`src/rtl/niu32_mmio_ctrl.sv`:
```
// MMIO controller for the Niu32 core: LED/HEX output registers, synchronised and
// debounced KEY/SWITCH inputs, and sticky key-press flags in the 0xFFFF_xxxx window.
module niu32_mmio_ctrl #(
  parameter int                    WORD_SIZE    = 32,
  parameter logic [15:0]           DEB_CYCLES   = 16'd50000,
  parameter int                    DEB_BITS     = 16,
  parameter logic [WORD_SIZE-1:0]  ADDR_HEX     = 32'hFFFF0000,
  parameter logic [WORD_SIZE-1:0]  ADDR_LEDR    = 32'hFFFF0020,
  parameter logic [WORD_SIZE-1:0]  ADDR_LEDG    = 32'hFFFF0040,
  parameter logic [WORD_SIZE-1:0]  ADDR_KEY     = 32'hFFFF0100,
  parameter logic [WORD_SIZE-1:0]  ADDR_KEYEDGE = 32'hFFFF0104,
  parameter logic [WORD_SIZE-1:0]  ADDR_SWITCH  = 32'hFFFF0120
) (
  input  logic                 clk,
  input  logic                 reset,
  input  logic [WORD_SIZE-1:0] addr,
  input  logic [WORD_SIZE-1:0] wdata,
  input  logic                 wr_en,
  input  logic                 rd_en,
  output logic                 io_sel,
  output logic [WORD_SIZE-1:0] rdata,
  output logic                 rd_valid,
  input  logic [3:0]           key_raw,
  input  logic [9:0]           switch_raw,
  output logic [15:0]          hex_val,
  output logic [9:0]           ledr,
  output logic [7:0]           ledg
);

  localparam int NIN = 14;
  localparam logic [DEB_BITS-1:0] DEB_LAST = DEB_BITS'(DEB_CYCLES - 16'd1);

  logic [3:0]          key_meta_p0, key_sync_p1;
  logic [9:0]          sw_meta_p0, sw_sync_p1;
  logic [NIN-1:0]      in_sync;
  logic [NIN-1:0]      db, db_next;
  logic [DEB_BITS-1:0] cnt [NIN];
  logic [3:0]          flags, flags_next, edge_clr;
  logic [WORD_SIZE-1:0] rd_mux;
  logic                wr_hex, wr_ledr, wr_ledg, wr_kedge;
  logic                unused_ok;

  assign unused_ok = ^wdata[WORD_SIZE-1:16];

  assign io_sel = (addr[WORD_SIZE-1 -: 16] == 16'hFFFF);

  assign wr_hex   = wr_en && (addr == ADDR_HEX);
  assign wr_ledr  = wr_en && (addr == ADDR_LEDR);
  assign wr_ledg  = wr_en && (addr == ADDR_LEDG);
  assign wr_kedge = wr_en && (addr == ADDR_KEYEDGE);

  // Keys are active-low on the board; invert after the synchroniser so pressed = 1.
  assign in_sync = {sw_sync_p1, ~key_sync_p1};

  // Stage p0/p1: two-flop synchronisers
  always_ff @(posedge clk) begin
    if (reset) begin
      key_meta_p0 <= 4'hF;
      key_sync_p1 <= 4'hF;
      sw_meta_p0  <= '0;
      sw_sync_p1  <= '0;
    end else begin
      key_meta_p0 <= key_raw;
      key_sync_p1 <= key_meta_p0;
      sw_meta_p0  <= switch_raw;
      sw_sync_p1  <= sw_meta_p0;
    end
  end

  always_comb begin
    db_next = db;
    for (int i = 0; i < NIN; i++) begin
      if ((in_sync[i] != db[i]) && (cnt[i] == DEB_LAST)) db_next[i] = in_sync[i];
    end
  end

  // Set takes priority over a simultaneous write-1-to-clear.
  assign edge_clr   = wr_kedge ? wdata[3:0] : 4'b0;
  assign flags_next = (flags & ~edge_clr) | (db_next[3:0] & ~db[3:0]);

  // Stage p2: debounce counters, debounced state and sticky flags
  always_ff @(posedge clk) begin
    if (reset) begin
      db    <= '0;
      flags <= '0;
      for (int i = 0; i < NIN; i++) cnt[i] <= '0;
    end else begin
      db    <= db_next;
      flags <= flags_next;
      for (int i = 0; i < NIN; i++) begin
        if ((in_sync[i] == db[i]) || (cnt[i] == DEB_LAST)) cnt[i] <= '0;
        else cnt[i] <= cnt[i] + 1'b1;
      end
    end
  end

  always_ff @(posedge clk) begin
    if (reset) begin
      hex_val <= '0;
      ledr    <= '0;
      ledg    <= '0;
    end else begin
      if (wr_hex)  hex_val <= wdata[15:0];
      if (wr_ledr) ledr    <= wdata[9:0];
      if (wr_ledg) ledg    <= wdata[7:0];
    end
  end

  always_comb begin
    rd_mux = '0;
    case (addr)
      ADDR_HEX:     rd_mux = WORD_SIZE'(hex_val);
      ADDR_LEDR:    rd_mux = WORD_SIZE'(ledr);
      ADDR_LEDG:    rd_mux = WORD_SIZE'(ledg);
      ADDR_KEY:     rd_mux = WORD_SIZE'(db[3:0]);
      ADDR_KEYEDGE: rd_mux = WORD_SIZE'(flags);
      ADDR_SWITCH:  rd_mux = WORD_SIZE'(db[13:4]);
      default:      rd_mux = '0;
    endcase
  end

  // Read response: samples pre-write state, holds until the next read
  always_ff @(posedge clk) begin
    if (reset) begin
      rdata    <= '0;
      rd_valid <= 1'b0;
    end else begin
      rd_valid <= rd_en;
      if (rd_en) rdata <= rd_mux;
    end
  end

endmodule

```
`config.mk`:
```
export PLATFORM = sky130hd
export DESIGN_NAME = niu32_mmio_ctrl
export DESIGN_NICKNAME = d
export VERILOG_FILES = /design/src/rtl/niu32_mmio_ctrl.sv
export SDC_FILE = /design/constraint.sdc
export NUM_CORES = 1
export LEC_CHECK = 0
export BUFFER_PORTS_ARGS = -buffer_cell sky130_fd_sc_hd__clkbuf_2
export CAP_MARGIN = 15
export CORE_UTILIZATION = 35
export CTS_CLUSTER_SIZE = 28
export DETAILED_ROUTE_END_ITERATION = 16
export SYNTH_ARGS = -nofsm -noshare
export SYNTH_HDL_FRONTEND = slang
export SYNTH_SLANG_ARGS = --single-unit
```
`constraint.sdc`:
```
create_clock -name clk -period 4.7 [get_ports clk]
set_input_delay 0.47 -clock clk [delete_from_list [all_inputs] [get_ports clk]]
set_output_delay 0.47 -clock clk [all_outputs]
set_load 0.01 [all_outputs]
```
# Word level (Yosys, flattened, before mapping)
# Memories as Yosys holds them, arrays and structs flattened.
# Index checks and enable logic that the tools add are counted.
# word_totals
reg_bits,113
mem_bits_rw,224
out_inout_bits,68
memories,1
# mem_list
memory,words,width,read_ports,rd_clocked_by_memory_dff,write_ports,line_no,text
cnt,14,16,14,0,14,37,logic [DEB_BITS-1:0] cnt [NIN];
# op_classes
add_sub_neg,14
n_eq_ne,49
n_mux,120
n_bitwise,34
reduce_logical,32
# ops
cell,n
$mux 16,28
$eq 16x16->1 const B,15
$add 16x1->16 const B,14
$eq 32x32->1 const B,6
$pmux 16 s6,1
$mux 1,90
$or 1x1->1,28
$logic_and 1x1->1,18
$eq 1x1->1,14
$logic_or 1x1->1,14
$ne 1x1->1,14
$not 4->4,3
$and 4x4->4,2
$mux 4,1
$or 4x4->4,1

# Depth between registers and ports, before layout
# Gate-level depths: netlist of the first run.
# depth
ltp_word,8
mapped_depth,9

# Worst setup path before layout of the first run
# Ideal clock, no wire load.
# synth_timing
path_kind,register to register
start,"memory cnt[9][5], in the netlist cnt[1][21]"
end,"memory cnt[9][6], in the netlist cnt[1][22], data pin"
setup_ps,254
arrival_time_ps,1808
required_ps,4446
setup_slack_ps,2637
stages_incl_launch_ff,7
n_path_buf,2
period_less_slack_ps,2063
cell_sequence,edfxtp_1 -> or4_1 -> nor4_1 -> or3_1 -> clkbuf_2 -> buf_4 -> nor2_1
# synth_lines
item,line_no
from (decl),37

# Worst setup path in the final report of the first run
# layout_timing
start,input addr[5]
end,register ledr[0]
# layout_between
elab_chain_cells,2
# layout_lines
item,line_no,text
from (decl),16,"input logic [WORD_SIZE-1:0] addr,"
$eq 32x32->1,48,assign wr_ledr = wr_en && (addr == ADDR_LEDR);
$logic_and 1x1->1,48,
to (signal assigned),104,if (wr_ledr) ledr <= wdata[9:0];
to (decl),26,"output logic [9:0] ledr,"
# Every way passes these cells.
# A chain may end at the register's enable or synchronous reset.

==> results of run 1 <==
## sequential cells by signal, summed over array words and instances, names as in the netlist
signal / flops
key_sync_p1: 4
rdata: 16
db: 14
ledr: 10
key_meta_p0: 4
sw_sync_p1: 10
sw_meta_p0: 10
flags: 4
rd_valid: 1
ledg: 8
hex_val: 16
cnt: 224
## kinds of logic (layout without fill, tap and decap cells)
family | after synthesis | count (layout)
xor+xnor | 206 | 206
flops | 321 | 321
fa+ha+maj | 14 | 14
other cells | 2 | 240
compound gates | 70 | 70
mux | 45 | 45
simple gates | 750 | 750
buf+inv | 104 | 218
## power by group
| group | leakage, nW | internal [mW] | switching [mW] |
|---|---|---|---|
| registers | 3.10 | 3.12 | 0.0897 |
| clock network | 0.587 | 1.70 | 1.14 |
| logic | 3.36 | 0.105 | 0.154 |
| total | 7.05 | 4.92 | 1.38 |
## worst max path at each step
stage	endpoint	slack (ps)	cells after the start	startpoint
floorplan	cnt[1][22]	2640	6	cnt[1][21]
global placement	ledr[9]	1700	6	addr[5]
detailed placement	ledr[0]	1640	6	addr[5]
CTS	ledr[0]	2220	6	addr[5]
global route	ledr[3]	2090	6	addr[5]
finish	ledr[0]	2170	6	addr[5]
## worst register-to-register path, stage by stage, from the launching register on
cell	delay [ps]
edfxtp_1	470
or4_1	560
nor4_1	480
or3_1	520
nor2_1	110
## final cells by class
| type | instances | area [µm²] |
|---|---|---|
| clock buffers | 55 | 1120 |
| clock inverters | 9 | 72.6 |
| fillers | 4375 | 25500 |
| inverters | 33 | 124 |
| multi-input cells | 1325 | 7370 |
| flip-flops and latches | 321 | 8670 |
| well taps | 592 | 741 |
| repair buffers | 121 | 618 |
## per-stage QoR
stage	instances	power (mW)
2_1_floorplan	1750	3.45
5_1_grt	2456	6.56
3_5_place_dp	2392	3.52
3_3_place_gp	2392	3.52
4_1_cts	2456	6.40
6_report	2456	6.30
## routing by layer
layer	share of wire, %	track usage [%]
met5	0	0
met1	47	18.8
met4	2.7	5.47
met2	45	22.2
met3	5.7	3.49
## placed cells by master, fill, tap and decap left out, drive strengths merged, types with 3 or more instances in the layout
master | netlist | routed
clkbuf | 31 | 171
a22oi | 6 | 6
a221oi | 4 | 4
edfxtp | 224 | 224
a21oi | 34 | 34
nor3 | 35 | 35
buf | 40 | 5
and4 | 12 | 12
nor2 | 310 | 310
or3 | 19 | 19
nor4bb | 3 | 3
nor4 | 16 | 16
nand3 | 75 | 75
xnor2 | 104 | 104
or2 | 10 | 10
nand4 | 44 | 44
nand4b | 10 | 10
o21ai | 10 | 10
and3 | 42 | 42
o21a | 4 | 4
mux2i | 45 | 45
or4 | 7 | 7
nand2 | 123 | 123
clkinv | 0 | 6
o22ai | 8 | 8
xor2 | 102 | 102
conb | 2 | 240
inv | 33 | 34
nor4b | 10 | 10
nor3b | 3 | 3
and2 | 4 | 4
ha | 14 | 14
nor2b | 20 | 20
dfxtp | 97 | 97
==> impl_metrics.ini, run 1 <==
[clock_network]
clk_pin_slew_worst_paths_ps = 60
cts_buffers = 37
cts_max_level = 2
clock_sinks = 321
cts_hold_buf = 0
cts_max_path_buffers = 3
clock_latency_ps = 540
cts-root-buf = clkbuf_16
post_cts_buffers = 0
cts_tree = built
cts_resized = 0

[detailed_routing]
antenna_left = 0
wirelength_um = 31900
via_per_inst = 4.47
drc = 0
routed-via-count = 11000
routedWlPerCell_um = 13.0
detail_route.first_pass.iterations = 6
drt_iter0_drc = 539

[timing]
hold_viol_final = 0
setup_viol = 0
holdWs_ps = 120
final.setup_skew_ps = 11.8
setup_tns_ps = 0
period_needed_ps = 2530
post-route-period-util_pct = 53.8
relSlewSlack_pct = 24.9
maxSlewViolCount = 0
fmax_mhz = 396
setup_slack_ps = 2170
worst_pin_slew_ps = 1120
rsz0062_at_grt = no

[die]
fp.dieW_um = 214
die_area_um2 = 45600
coreArea_um2 = 44200
floorplan.initialDensity_pct = 35.4
die_h_um = 214
rows = 77
io_pins = 150

[grt]
antenna_found_initial = 0
grt_pass1_wl_um = 50500
grt_pass1_vias = 10100
grt_usage_pct = 14.1
grt_start_max_net_pins = 74
overflow = 0

[worst_setup_path]
critPathMaxStageDelay_ps = 880
start_kind = input pin
criticalPathCategory = input pin to flip-flop
arrival_ps = 2920
crit_family = simple AND/OR/NAND/NOR gates
cp.buffers_inverters = 1
crit_path_end_kind = flip-flop
worst-path-max-fanout = 13
cpMostUsedCell = nor2_1
r2r_slack_ps = 2290
regToRegStartpoint = cnt[0][91]
path_cells = clkbuf_2 > or3b_2 > nor2_1 > nand4_1 > mux2i_1 > nor2_1
required_ps = 5090
crit_slowest_cell = nand4_1
reg2regPathDepth = 4
r2r_end = cnt[0][82]

[yosys]
synthTopCellsByCount = 310 x nor2_1, 224 x edfxtp_1, 123 x nand2_1
synth.avg_cell_area_um2 = 10.4
ys_seq_area_share_pct = 55.3
synth_fa_ha_area_share_pct = 1.12
synth-edff-count = 224
synthSimpleGateAreaFrac_pct = 23.2
syn_area_um2 = 15700
yosys.area.top_type_share_pct = 42.9
muxShareOfSynthArea_pct = 2.88
async_flop_share_pct = 0
synth_top_family_by_area = simple AND/OR/NAND/NOR gates
synth.most_common_cell = nor2_1
yosys.area.top_type = edfxtp_1
yosys.cell_types.count = 48
synth_xor_area_share_pct = 11.5
yosys-top-cells-area = edfxtp_1 43%, dfxtp_1 12%, nor2_1 7.4%
synth_compound_area_share_pct = 2.64
synth_ff_type = edfxtp_1
netlist_instances = 1512
ys_warn_count = 0
ys_ff_latch = 321

[hold_path]
worstHoldPathCells = 2
min_to = key_meta_p0[3]
min_from = key_raw[3]
min_path_type = input pin to flip-flop

[placed_design]
placed_cell_area_um2 = 17500
place_congestion = 0.757
portBuffers = 117
pre_cts_ws_ps = 1640
hpwl_um = 22800

[cells_and_area]
final_util_pct = 42.3
area_growth_pct = 19.5
finalNetCount = 1935
final_area_um2 = 18700
drive_gt1_share_pct = 10.3
antennaDiodeCount = 0

[power]
powerDensity_nw_per_um2 = 337
vdd_drop_max_mv = 0.244
p_leak_nw = 7.05

[run]
drv_cap = 0

[status]
outcome = finished clean
(Power assumes the default switching activity.)
==> run 2, diff against run 1 <==
==> constraint.sdc (replaced) <==
create_clock -name clk -period 2.18 [get_ports clk]
set_input_delay 0.218 -clock clk [delete_from_list [all_inputs] [get_ports clk]]
set_output_delay 0.218 -clock clk [all_outputs]
set_load 0.01 [all_outputs]
==> run 2 against run 1 <==
Against the previous run:
- clock skew up 3.0 ps
- count of clock-buffer cells in the layout up 6
- register-to-register slack worse by 2200 ps
- sequential power up 120%
- via count up 4.3%
- non-clock buffer count up 83
- design area up 4.7%
- combinational power rose to 2.5 times the previous value
- power up 120%
- flip-flop and latch count unchanged
- sequential share of layout area down 2.1 points
- critical path type is now flip-flop to flip-flop
- highest routed layer unchanged
==> impl_metrics.ini, run 2 (synthesis gave the netlist of run 1 again) <==
[status]
outcome = finished clean

[clock_network]
cts_tree = built
post_cts_buffers = 0
cts_max_path_buffers = 3
clk_pin_slew_worst_paths_ps = 60
clock_latency_ps = 550
cts-root-buf = clkbuf_16
cts_buffers = 38
cts_max_level = 2
clock_sinks = 321

[detailed_routing]
wirelength_um = 33300
detail_route.first_pass.iterations = 5
routedWlPerCell_um = 13.1
routed-via-count = 11500
via_per_inst = 4.50
antenna_left = 0
drt_iter0_drc = 526
drc = 0

[cells_and_area]
area_growth_pct = 25.1
regMostFlops = cnt
finalNonFillerCells = 2545
multi_input_area_um2 = 7400
largest_reg_flops = 224
drive_gt1_share_pct = 13.1
reg.largest.list = cnt: 224 flops, hex_val: 16 flops, rdata: 16 flops
regArea_um2 = 8670
most-common-layout-cells = 310 x nor2_1, 240 x conb_1, 224 x edfxtp_1, 123 x nand2_1, 116 x clkbuf_2
mostFrequentLayoutCell = nor2_1
finalNetCount = 2019
num-fill-cells = 4240

[timing]
setup_viol = 0
maxSlewViolCount = 0
relSlewSlack_pct = 54.4
period_needed_ps = 2080
fmax_mhz = 480
setup_tns_ps = 0
final.setup_skew_ps = 14.8
worst_pin_slew_ps = 678
post-route-period-util_pct = 95.5
hold_viol_final = 0
rsz0062_at_grt = no

[worst_setup_path]
arrival_ps = 2370
required_ps = 2470
start_kind = flip-flop
crit_path_end_kind = flip-flop
worst-path-max-fanout = 16
criticalPathCategory = flip-flop to flip-flop

[grt]
overflow = 0
grt-busiest-layer = met2
use_met1_pct = 19.6
use_met3_pct = 2.68
grt_pass1_wl_um = 53600
grt_usage_pct = 14.9
met2_usage_pct = 23.7
antenna_found_initial = 1
grt_pass1_vias = 10800
grt_start_max_net_pins = 39

[hold_path]
min_path_type = input pin to flip-flop

[die]
fp.dieW_um = 214
die_area_um2 = 45600
coreArea_um2 = 44200
io_pins = 150
rows = 77
floorplan.initialDensity_pct = 35.4
die_h_um = 214

[run]
drv_cap = 0

[power]
p_leak_nw = 7.50
vdd_drop_max_mv = 0.472
powerDensity_nw_per_um2 = 711

[placed_design]
place_inst = 2445
hpwl_um = 24000
portBuffers = 117
place_congestion = 0.778
[run 2: final cells by class]
type	count	area share (%)
Timing Repair Buffer	204	7.12
Clock inverter	8	0.370
Clock buffer	61	6.07
Sequential cell	321	44.2
Multi-Input combinational cell	1325	37.8
Tap cell	592	3.78
Inverter	33	0.632
Antenna cell	1	0.0128
[run 2: per-stage QoR]
stage / cell area (µm²) / worst slack, ps / util, % / power (mW) / hold WS, ps
6_report: 19600 / 98.6 / 44.3 / 13.9 / 116
5_1_grt: 19600 / 8.33 / 44.3 / 14.5 / 116
4_1_cts: 19600 / 6.72 / 44.2 / 14.1 / 93.2
3_5_place_dp: 18000 / 35.7 / 40.7 / 7.64 / 397
3_3_place_gp: 18000 / 49.1 / 40.7 / 7.62 / 402
2_1_floorplan: 16600 / 117 / - / 7.43 / 322
[run 2: power by group]
part	internal (mW)	switching [mW]	leakage (nW)
logic	0.295	0.358	3.78
clock network	3.86	2.50	0.627
registers	6.73	0.189	3.10
[run 2: what timing repair did]
| action | CTS | global route |
|---|---|---|
| hold buffers | 30 | 0 |
| setup endpoints to repair | 0 | 77 |
| gates resized for setup | 0 | 6 |
| endpoints found under the hold margin | 46 | 0 |
[run 2: worst max-delay path, cell delays in order (launching register included)]
cell and delay [ps]:
edfxtp_1 430, or4_1 560, nor4_2 340, buf_4 170
or3_1 140, buf_12 140, nor2_1 50
[run 2: worst paths after layout]
| kind | start | endpoint | slack [ps] | cells after the start |
|---|---|---|---|---|
| setup / recovery | cnt[1][11] | cnt[1][3] | 100 | 6 |
| hold / removal | reset | ledr[0] | 120 | 2 |
| setup reg to reg | cnt[1][11] | cnt[1][3] | 100 | 6 |
| hold reg to reg | key_meta_p0[3] | key_sync_p1[3] | 410 | 1 |
[run 2: metal layers]
metal	wire, µm	vias up
met3	1570	56
met1	15500	5345
met5	0	-
li1	-	5845
met4	1140	0
met2	15100	210
